<file path="config.mk">
export PLATFORM = sky130hd
export DESIGN_NAME = branch_resolve
export DESIGN_NICKNAME = d
export VERILOG_FILES = /design/src/rtl/branch_resolve.sv
export SDC_FILE = /design/constraint.sdc
export NUM_CORES = 1
export LEC_CHECK = 0
export CORE_AREA = 2 2 64 66
export CTS_CLUSTER_DIAMETER = 30
export CTS_CLUSTER_SIZE = 28
export DETAILED_ROUTE_END_ITERATION = 10
export DIE_AREA = 0 0 66 68
export GPL_TIMING_DRIVEN = 0
export PLACE_DENSITY = 0.86
export SLEW_MARGIN = 20
export SYNTH_ARGS = -nofsm -noshare
export SYNTH_HDL_FRONTEND = slang
export SYNTH_SLANG_ARGS = --single-unit
export TNS_END_PERCENT = 50
</file>
<file path="constraint.sdc">
create_clock -name clk -period 2.1 [get_ports clk]
set_input_delay 0.315 -clock clk [delete_from_list [all_inputs] [get_ports clk]]
set_output_delay 0.315 -clock clk [all_outputs]
set_load 0.05 [all_outputs]
</file>
<file path="src/rtl/branch_resolve.sv">
// EX-stage branch resolution: registers the taken decision, issues a one-cycle PC
// redirect and sequences IF/ID flush cycles. Optional counters: BRANCH_RESOLVE_STATS_EN.
module branch_resolve #(
  parameter int ADDR_W       = 32,
  parameter int FLUSH_CYCLES = 1,
  parameter int DELAY_SLOT   = 1
) (
  input  logic              clk,
  input  logic              reset,
  input  logic              br_valid,
  input  logic [2:0]        br_flag,
  input  logic              cmp_s,
  input  logic [ADDR_W-1:0] br_target,
  input  logic              stall,
  output logic              redirect_valid,
  output logic [ADDR_W-1:0] redirect_pc,
  output logic              flush_if,
  output logic              flush_id,
  output logic              busy,
  output logic              bad_flag,
`ifdef BRANCH_RESOLVE_STATS_EN
  input  logic              stat_clear,
  output logic [31:0]       stat_taken,
  output logic [31:0]       stat_not_taken,
`endif
  output logic [1:0]        dbg_state
);

  // Handshake: br_valid is a level held upstream; a branch is consumed on a rising
  // edge only when stall=0 and the FSM is IDLE, otherwise it is left for a later edge.
  typedef enum logic [1:0] {
    IDLE     = 2'd0,
    REDIRECT = 2'd1,
    FLUSH    = 2'd2
  } state_t;

  localparam logic FLUSH_ID_ON = (DELAY_SLOT == 0);

  state_t              state_q, state_d;
  logic [2:0]          cnt_q, cnt_d;
  logic                redirect_valid_q, redirect_valid_d;
  logic [ADDR_W-1:0]   redirect_pc_q, redirect_pc_d;
  logic                flush_if_q, flush_if_d;
  logic                flush_id_q, flush_id_d;
  logic                busy_q, busy_d;
  logic                bad_flag_q, bad_flag_d;

  logic accept;
  logic flag_ok;
  logic taken;

  always_comb begin
    flag_ok = !((br_flag == 3'b011) || (br_flag == 3'b101));
    accept  = br_valid && !stall && (state_q == IDLE);
    taken   = accept && cmp_s && flag_ok;
  end

  always_comb begin
    state_d          = state_q;
    cnt_d            = cnt_q;
    redirect_valid_d = redirect_valid_q;
    redirect_pc_d    = redirect_pc_q;
    flush_if_d       = flush_if_q;
    flush_id_d       = flush_id_q;
    busy_d           = busy_q;
    bad_flag_d       = bad_flag_q;
    if (!stall) begin
      bad_flag_d = accept && !flag_ok;
      case (state_q)
        IDLE: begin
          if (taken) begin
            state_d          = REDIRECT;
            redirect_valid_d = 1'b1;
            redirect_pc_d    = br_target;
            flush_if_d       = 1'b1;
            flush_id_d       = FLUSH_ID_ON;
            busy_d           = 1'b1;
          end
        end
        REDIRECT: begin
          redirect_valid_d = 1'b0;
          if (FLUSH_CYCLES <= 1) begin
            state_d    = IDLE;
            flush_if_d = 1'b0;
            flush_id_d = 1'b0;
            busy_d     = 1'b0;
          end else begin
            state_d = FLUSH;
            cnt_d   = 3'(FLUSH_CYCLES - 1);
          end
        end
        FLUSH: begin
          // Leaving on the edge where the counter reaches zero gives FLUSH_CYCLES total.
          if (cnt_q <= 3'd1) begin
            state_d    = IDLE;
            cnt_d      = 3'd0;
            flush_if_d = 1'b0;
            flush_id_d = 1'b0;
            busy_d     = 1'b0;
          end else begin
            cnt_d = cnt_q - 3'd1;
          end
        end
        default: begin
          state_d          = IDLE;
          cnt_d            = 3'd0;
          redirect_valid_d = 1'b0;
          flush_if_d       = 1'b0;
          flush_id_d       = 1'b0;
          busy_d           = 1'b0;
        end
      endcase
    end
  end

  always_ff @(posedge clk or posedge reset) begin
    if (reset) begin
      state_q          <= IDLE;
      cnt_q            <= 3'd0;
      redirect_valid_q <= 1'b0;
      redirect_pc_q    <= '0;
      flush_if_q       <= 1'b0;
      flush_id_q       <= 1'b0;
      busy_q           <= 1'b0;
      bad_flag_q       <= 1'b0;
    end else begin
      state_q          <= state_d;
      cnt_q            <= cnt_d;
      redirect_valid_q <= redirect_valid_d;
      redirect_pc_q    <= redirect_pc_d;
      flush_if_q       <= flush_if_d;
      flush_id_q       <= flush_id_d;
      busy_q           <= busy_d;
      bad_flag_q       <= bad_flag_d;
    end
  end

  assign redirect_valid = redirect_valid_q;
  assign redirect_pc    = redirect_pc_q;
  assign flush_if       = flush_if_q;
  assign flush_id       = flush_id_q;
  assign busy           = busy_q;
  assign bad_flag       = bad_flag_q;
  assign dbg_state      = state_q;

`ifdef BRANCH_RESOLVE_STATS_EN
  logic [31:0] stat_taken_q, stat_taken_d;
  logic [31:0] stat_not_taken_q, stat_not_taken_d;

  // Clear takes priority over a same-cycle increment; counters wrap naturally.
  always_comb begin
    stat_taken_d     = stat_taken_q;
    stat_not_taken_d = stat_not_taken_q;
    if (stat_clear) begin
      stat_taken_d     = 32'd0;
      stat_not_taken_d = 32'd0;
    end else if (accept) begin
      if (taken) stat_taken_d = stat_taken_q + 32'd1;
      else       stat_not_taken_d = stat_not_taken_q + 32'd1;
    end
  end

  always_ff @(posedge clk or posedge reset) begin
    if (reset) begin
      stat_taken_q     <= 32'd0;
      stat_not_taken_q <= 32'd0;
    end else begin
      stat_taken_q     <= stat_taken_d;
      stat_not_taken_q <= stat_not_taken_d;
    end
  end

  assign stat_taken     = stat_taken_q;
  assign stat_not_taken = stat_not_taken_q;
`endif

endmodule

</file>
# After elaboration in Yosys (flattened, before gate mapping)
# Index checks and enable logic that the tools add are counted.
# totals
register_bits,41
input_bits,40
elab_cells,43
# classes
addsub,1
n_lt_le_gt_ge,1
n_eq_ne,6
mux,11
bitwise_logic,3
n_reduce_logical,14
# op_table
cell,count
$reduce_and 3->1,3
$pmux 1 s2,3
$pmux 3 s2,1
$logic_and 1x1->1,5
$mux 2,2
$ne 2x2->1 const B,2
$pmux 2 s2,1
$eq 3x2->1 const B,1
$eq 3x3->1 const B,1
$le 3x1->1 const B,1
$mux 1,3
$mux 3,1
$not 1->1,3
$sub 3x1->3 const B,1
$eq 2x1->1 const B,1
$eq 2x2->1 const B,1
$logic_not 1->1,2
$logic_not 2->1,1
$reduce_and 2->1,1
$reduce_or 2->1,1
$logic_or 1x1->1,1

# Depth between registers and ports, before layout
# Gate-level depths: netlist (run 1).
# depth
ltp_word,7
depth_mapped,4
ltp_nobuf,3

# Worst setup path before layout (run 1)
# OpenSTA, ideal clock, no wires.
# synth_timing
path_type,register -> register
from,"register, netlist name redirect_valid"
to,register redirect_pc_q[10] (netlist: redirect_pc[10])
setup_ns,0.125
arrival_time_ns,1.642
setup_slack_ns,0.334
path_stages_with_launch,5
n_path_buf,1
synth_period_minus_slack_ns,1.766
cell_sequence,dfrtp_1 nand4bb_1 a21oi_2 buf_6 mux2_2
# synth_lines
element,line_no,text
end signal: assignment,130,redirect_pc_q <= redirect_pc_d;
end: declaration,42,"logic [ADDR_W-1:0] redirect_pc_q, redirect_pc_d;"

# Worst setup path after layout (run 1)
# layout_timing
from,register redirect_valid_q (netlist: redirect_valid)
to,output redirect_valid
# layout_lines
element,line_no,text
start: declaration,41,"logic redirect_valid_q, redirect_valid_d;"
start signal: assignment,129,redirect_valid_q <= redirect_valid_d;
end: declaration,15,"output logic redirect_valid,"
# No word-level cell between the ends.

==> results of run 1 <==
power by group:
part / switching (W) / total [W] / internal (W) / leakage (nW)
Clock: 0.000221 / 0.000485 / 0.000264 / 0.0482
Combinational: 0.000782 / 0.00126 / 0.000482 / 0.489
Sequential: 0.0000831 / 0.000904 / 0.000821 / 0.408
Total: 0.00109 / 0.00265 / 0.00157 / 0.946
layout make-up:
type | count | area (um^2) | share of cell area [%]
clock buffer | 7 | 86.33 | 3.814
tap | 50 | 62.56 | 2.764
inverter | 1 | 3.754 | 0.1658
multi-input combinational | 41 | 422.9 | 18.68
clock inverter | 1 | 5.005 | 0.2211
timing repair buffer | 76 | 760.7 | 33.61
buffer | 8 | 71.32 | 3.151
sequential | 34 | 850.8 | 37.59
worst max path at each step:
stage,slack (ns),end,depth (start not counted),startpoint
2_1_floorplan,0.33,redirect_pc[10],4,redirect_valid
3_3_place_gp,0.1,redirect_pc[15],5,stall
3_5_place_dp,0.02,redirect_pc[14],5,stall
4_1_cts,0.09,redirect_valid,2,redirect_valid
5_1_grt,0.04,redirect_valid,2,redirect_valid
6_report,0.11,redirect_valid,2,redirect_valid
metrics by stage:
step	utilization, %	power (W)	hold slack (ns)	instances
3_3_place_gp	56.33	0.002155	0.4739	210
5_1_grt	58.70	0.002771	0.5223	218
2_1_floorplan	-	0.001713	0.4223	84
3_5_place_dp	56.33	0.002193	0.4946	210
6_report	58.70	0.002653	0.4630	218
4_1_cts	58.70	0.002685	0.4884	218
Yosys cell counts (all sizes together):
master   instances
nand2            1
a21o             1
xor2             1
buf              8
dfrtp           34
conb             1
inv              1
nand4b           1
o21ai            1
nand4bb          1
mux2            32
a21oi            1
kinds of logic after synthesis:
logic type,Yosys count
other,1
AOI/OAI and AO/OA,3
and+or+nand+nor,3
DFF,34
muxes,32
xor gates and xnor gates,1
buffers and inverters,9
sequential cells by signal (all words and copies together) (netlist names):
register	flops
redirect_pc	32
redirect_valid	1
bad_flag	1
layer usage:
metal | vias up | track usage, % | part of all wire (%)
met4 | 0 | 7.653 | 2.0
met5 | - | 0 | 0
met2 | 37 | 30.43 | 59
li1 | 450 | - | -
met3 | 6 | 3.947 | 5.6
met1 | 468 | 13.95 | 33
==> results.py, run 1 <==
metrics = {
    "synth": {
        "yosys_warnings": 0,
        "synth-simple-area-share_pct": 1.767,
        "synth_top_cell_area_share_pct": 63.26,
        "synthMuxAreaShare_pct": 26.79,
        "yosys.area.top_type": "dfrtp_1",
        "synth_top_family_by_area": "multiplexers",
        "syn_area_um2": 1345,
        "synth_cells": 83,
        "yosys.area_share.adder_pct": 0,
        "ys_seq_area_share_pct": 63.26,
        "synth_xor_area_share_pct": 0.6512,
        "synth_area_per_cell_um2": 16.21,
        "synth-seq-cells": 34,
        "synth_compound_area_share_pct": 1.674,
        "yosys.cell_types.count": 13,
        "synth.top_cells.by_area": "dfrtp_1, mux2_2, buf_4",
    },
    "detailed_routing": {
        "via_count": 961,
        "drtAntennaViolNets": 0,
        "wl_per_cell_um": 14.77,
        "drt_iter0_drc": 31,
        "drc": 0,
        "routed_via_density": 4.408,
        "postRouteWirelength_mm": 3.220,
        "drt-pass1-iter-count": 2,
    },
    "placed_design": {
        "place_ws_ns": 0.01598,
        "io_buffers": 76,
        "globalplace.congestion": 0.7586,
        "dpl_cell_area_um2": 2172,
        "dp_hpwl_mm": 2.529,
    },
    "timing": {
        "fin_worst_skew_ns": 0.006243,
        "relSlewSlack_pct": 53.65,
        "rsz0062_at_grt": "false",
        "tns_ns": 0,
        "final-hold-violation-count": 0,
        "fin_crit_ns": 1.990,
        "finalMaxSlewViolations": 0,
        "setup_violations": 0,
        "fmax_ghz": 0.5025,
        "max_slew.worst_pin.slew_ns": 0.6942,
        "worst_slack_ns": 0.1099,
        "finalCritPeriodShare_pct": 94.77,
    },
    "cells_and_area": {
        "finalNetCount": 207,
        "num-fill-cells": 331,
        "drive_above_1_share_pct": 29.76,
        "area_growth_pct": 68.28,
        "layout_commonest_cell": "clkdlybuf4s50_1",
        "final_cell_mix": "clkdlybuf4s50_1, dfrtp_1, mux2_2",
        "antenna_cells_inserted": 0,
        "postLayoutCellArea_um2": 2263,
    },
    "hold_path": {
        "hp-class": "input port to async pin",
    },
    "setup_path": {
        "worst-path-buf-inv": 2,
        "path_class": "register to output port",
        "cp_cell_sequence": "buf_4 -> clkdlybuf4s50_1",
        "max_stage_delay_ns": 0.80,
        "crit_fanout": 7,
        "start_kind": "register",
        "crit_required_ns": 1.78,
        "arrival_ns": 1.68,
        "worstRegToRegCells": 4,
        "worst_r2r_endpoint": "redirect_pc[14]",
        "critPathTopFamily": "buffers and inverters",
        "cp-end-kind": "output port",
        "r2r_start": "redirect_valid",
        "r2r_slack_ns": 0.40,
        "slowest_stage": "clkdlybuf4s50_1",
    },
    "clock_tree": {
        "cts_root_buf": "clkbuf_8",
        "htreeDepth": 2,
        "hold_buffers": 0,
        "insertion_delay_ns": 0.28,
        "cts_tree": "yes",
        "cts_buffers": 5,
        "ctsLongestPathBuffers": 2,
        "post_cts_buffers": 0,
        "cts_resized": 0,
        "clk_pin_slew_ns": 0.07,
        "cts_sinks": 34,
    },
    "status": {
        "status": "complete, no violations",
    },
    "floorplanning": {
        "initial_core_util_pct": 34.88,
        "die_h_um": 68,
        "rows": 23,
        "fp.dieW_um": 66,
        "dieArea_um2": 4488,
        "core_um2": 3856,
        "io_pins": 79,
    },
    "pwr": {
        "p_leak_nw": 0.9457,
        "vdd.ir_drop.worst_mv": 0.5494,
        "powerDensity_nw_per_um2": 1172,
    },
    "grt": {
        "antenna_found_initial": 0,
        "track_usage_pct": 15.15,
        "grt_pass1_wl_mm": 4.878,
        "grt_remaining_overflow": 0,
        "grt_max_degree": 35,
        "grt_pass1_vias": 1069,
    },
    "flow_run": {
        "cap_viol_max_count": 0,
    },
}
(Power assumes the default switching activity.)
==> run 2, diff against run 1 <==
- ABC_AREA: unset -> 0
==> results of run 2 <==
The final DEF is identical to that of run 1; final timing and power are the same.
==> run 3, diff against run 2 <==
- SKIP_CTS_REPAIR_TIMING: unset -> 1
==> results of run 3 <==
The final DEF is identical to that of run 1; final timing and power are the same.
